==> src/rtl/updown_counter.sv <==
// Synchronous up/down counter with programmable width and top value,
// parallel load with clamping, count enable, wrap/saturate mode and a
// registered terminal-count pulse. Priority per edge: reset > load > step.
//
// Optional feature: define COUNTER_PRESCALE_EN to divide the enable by
// PRESCALE, so that only every PRESCALE-th enabled cycle is a step.
// Without the macro every enabled cycle is a step and PRESCALE is unused.
module updown_counter #(
    parameter int               WIDTH    = 8,
    parameter logic [WIDTH-1:0] MAX      = {WIDTH{1'b1}},
    parameter int               PRESCALE = 4
) (
    input  logic             clk,
    input  logic             reset,
    input  logic             en,
    input  logic             up,
    input  logic             sat,
    input  logic             load,
    input  logic [WIDTH-1:0] load_value,
    output logic [WIDTH-1:0] value,
    output logic             tc
);

    // Elaboration-time sanity checks on the parameters.
    if (WIDTH < 2) begin : g_bad_width
        $error("updown_counter: WIDTH must be >= 2");
    end
    if (PRESCALE < 2) begin : g_bad_prescale
        $error("updown_counter: PRESCALE must be >= 2");
    end

    logic [WIDTH-1:0] r_value;
    logic             r_tc;
    logic             w_step;
    logic [WIDTH-1:0] w_next_value;
    logic             w_next_tc;

`ifdef COUNTER_PRESCALE_EN
    localparam int PS_W = $clog2(PRESCALE);
    localparam logic [PS_W-1:0] PS_LAST = PS_W'(PRESCALE - 1);

    logic [PS_W-1:0] r_prescale;

    // A step happens only on the enabled cycle that completes a prescale interval.
    always_comb begin
        w_step = en && (r_prescale == PS_LAST);
    end

    // Prescaler: counts enabled cycles, holds while idle, cleared by reset and load.
    always_ff @(posedge clk) begin
        if (reset || load) begin
            r_prescale <= '0;
        end else if (en) begin
            r_prescale <= w_step ? '0 : r_prescale + PS_W'(1);
        end
    end
`else
    // Every enabled cycle is a step.
    always_comb begin
        w_step = en;
    end
`endif

    // Next value and terminal-count flag from load, direction and mode.
    always_comb begin
        // NOTE: every output of this block gets a default first, so no path
        // can leave it unassigned and infer a latch.
        w_next_value = r_value;
        w_next_tc    = 1'b0;
        if (load) begin
            w_next_value = (load_value > MAX) ? MAX : load_value;
        end else if (w_step) begin
            if (up) begin
                if (r_value == MAX) begin
                    w_next_tc    = 1'b1;
                    w_next_value = sat ? MAX : '0;
                end else begin
                    w_next_value = r_value + WIDTH'(1);
                end
            end else begin
                if (r_value == '0) begin
                    w_next_tc    = 1'b1;
                    w_next_value = sat ? '0 : MAX;
                end else begin
                    w_next_value = r_value - WIDTH'(1);
                end
            end
        end
    end

    // Output registers with synchronous reset.
    always_ff @(posedge clk) begin
        // NOTE: state registers use non-blocking assignments so every
        // register samples the pre-edge values, independent of block order.
        if (reset) begin
            r_value <= '0;
            r_tc    <= 1'b0;
        end else begin
            r_value <= w_next_value;
            r_tc    <= w_next_tc;
        end
    end

    assign value = r_value;
    assign tc    = r_tc;

endmodule

==> config.mk <==
export PLATFORM = sky130hd
export DESIGN_NAME = updown_counter
export DESIGN_NICKNAME = d
export VERILOG_FILES = /design/src/rtl/updown_counter.sv
export SDC_FILE = /design/constraint.sdc
export NUM_CORES = 1
export LEC_CHECK = 0
export CAP_MARGIN = 40
export CORE_ASPECT_RATIO = 1.25
export CORE_MARGIN = 3
export CORE_UTILIZATION = 30
export DETAILED_ROUTE_END_ITERATION = 8
export PLACE_DENSITY = 0.49
export REMOVE_ABC_BUFFERS = 1
export SYNTH_ARGS = -nofsm -noshare
export SYNTH_HDL_FRONTEND = slang
export SYNTH_SLANG_ARGS = --single-unit
==> constraint.sdc <==
create_clock -name clk -period 2.15 [get_ports clk]
set_clock_uncertainty 0.15 [all_clocks]
set_input_delay 0.43 -clock clk [delete_from_list [all_inputs] [get_ports clk]]
set_output_delay 0.43 -clock clk [all_outputs]
set_load 0.01 [all_outputs]
==> metrics.csv <==
metric;value;unit
seq_area;180;sq um
ant_nets;0;
cp.arrival;1460;ps
dp_slack;-11.9;ps
syn_inst;135;
multi_input_area;688;sq um
cp.required;1570;ps
rsz0062_at_grt;false;
post_cts_buffers;0;
crit_slowest_cell;clkdlybuf4s50_1;
path_clk_slew;80;ps
wirelength;3020;um
yosys_warnings;0;
synthArstFlopShare;0;
drv_slew;0;
die_height;68.7;um
final_nets;181;
grt_max_degree;18;
avgViaCountPerCell;5.55;
root_buffer;clkbuf_4;
num_antenna_cells;0;
synth_top_area_frac;0.191;
avgRoutedWirePerCell;15.2;um
die-area;0.00385;sq mm
endpoint_kind;primary output;
synthTopCellsByCount;a21oi_1, nor2_1, nand2_1;
synth_edf_count;0;
peakVddDrop;0.000215;V
path_buf_inv;1;
critical_path.max_fanout;12;
grt_antenna_before_repair;0;
worst_slew_pin_slew;424;ps
total_power;0.608;mW
fin_crit_sh;0.950;
drt_iter0_drc;66;
portBuffers;22;
finalCriticalPeriod;2040;ps
setup_viol;0;
fin_util;0.434;
placed_cell_area;0.00126;sq mm
dr.pass1.iters;4;
io_pins;23;
yosysUniqueCellTypes;42;
vias;1104;
leakagePower;0.493;nW
final_cell_area;0.00129;sq mm
yosysMostFrequentCell;a21oi_1;
status;finished, final reports clean;
hold_viol_final;0;
dominantRegCellSynth;dfxtp_1;
cts_tree;built;
numCtsBuffers;3;
row_count;22;
fmax;490;MHz
core-area;0.00297;sq mm
synth_top_cell_by_area;dfxtp_1;
ys_seq_area_frac;0.191;
post-route-drc-count;0;
synth_area_per_cell;6.98;sq um
maxCapViolCount;0;
grt_overflow;0;
ys_seq_elements;9;
crit_path_start_kind;flop;
path_cells;clkdlybuf4s50_1;
htreeDepth;1;
drive_gt1_frac;0.147;
worstSetupPathType;reg2out;
finalNonFillerCells;199;
cts.sinks;9;
cpPeakStageDelay;620;ps
finalWorstSetupSlack;107;ps
synth_area;942;sq um
synth_area_leaders;dfxtp_1, a21oi_1, nor2_1;
initial_core_util;0.317;
grt.total_usage;0.166;
fillers;311;
crit_family;buffers and inverters;
p_per_area;471;mW/mm^2
cts_buffer_depth;2;
dp_cells;195;
grt_pass1_vias;993;
routabilityCongestion;0.850;
hold_path_class;reg2reg;
area_growth;37.1;%
grt_first_pass_wirelength;4950;um
clock_latency;270;ps
die_w;56.1;um
hpwl;2230;um
maxSlewHeadroom;0.717;
==> cells in the final DEF, fill, tap and decap left out, types with 2 or more instances in the layout <==
master	instances
o21ai_0	4
clkdlybuf4s50_1	22
a31oi_1	4
clkbuf_4	3
nand3_1	4
a41oi_1	2
ha_1	3
xnor2_1	3
nor3b_1	5
and3_1	3
a21oi_1	14
a211oi_1	3
nor3_1	6
nand2b_1	4
nor2_1	12
or3_1	4
buf_4	15
dfxtp_1	9
inv_1	5
o22ai_1	2
o21bai_1	2
o31ai_1	2
xor2_1	2
nand2_1	10
==> worst reg2reg max path, cell delays in order (launching register included) <==
cell,delay (ps)
dfxtp_1,320
or4_4,580
nor2_4,120
a311o_2,240
a21oi_1,50
or3_1,300
==> layout make-up <==
cell class                      instances  area share
Clock buffer                            4      0.0203
Tap cell                               36      0.0349
Timing Repair Buffer                   37       0.258
Sequential cell                         9       0.140
Inverter                                5      0.0145
Multi-Input combinational cell        108       0.533
==> flip-flops by register name, summed over array words and instances (netlist names) <==
| register | flops |
|---|---|
| tc | 1 |
| value | 8 |
==> what timing repair did <==
action                     CTS  global route
resized for setup            0             1
hold buffers                 0             0
setup endpoints to repair    0             1
==> final timing paths <==
check,startpoint,end,slack [ps],cells past startpoint
worst max-delay path,value[7],value[7],110,1
worst min-delay path,value[4],tc,560,4
worst max register to register,value[2],value[1],270,5
worst min register to register,value[4],tc,560,4
==> metal layers <==
| metal | up-vias | part of all wire | global-route usage |
|---|---|---|---|
| met2 | 48 | 0.48 | 0.289 |
| li1 | 553 | - | - |
| met3 | 2 | 0.079 | 0.0317 |
| met1 | 501 | 0.44 | 0.207 |
| met4 | 0 | 0.0060 | 0.0534 |
| met5 | - | 0 | 0 |
==> per-stage QoR <==
stage	TNS (ps)	hold slack [ps]
final	0	555
after global routing	0	594
after CTS	0	560
after detailed placement	-11.9	538
after global placement	0	536
after floorplan	0	349
==> power breakdown <==
part	switching [mW]	internal [mW]	leakage, nW	total, mW
Combinational	0.135	0.134	0.403	0.270
Sequential	0.0178	0.180	0.0743	0.198
Clock	0.0692	0.0717	0.0150	0.141
==> kinds of logic after synthesis <==
group,after synthesis,share of synthesized area
fa+ha+maj,3,0.0398
simple gates,57,0.337
buf+inv,18,0.0810
xor+xnor,5,0.0465
flops,9,0.191
compound gates,42,0.293
mux,1,0.0106
No activity file was read; power rests on OpenSTA's default activity.
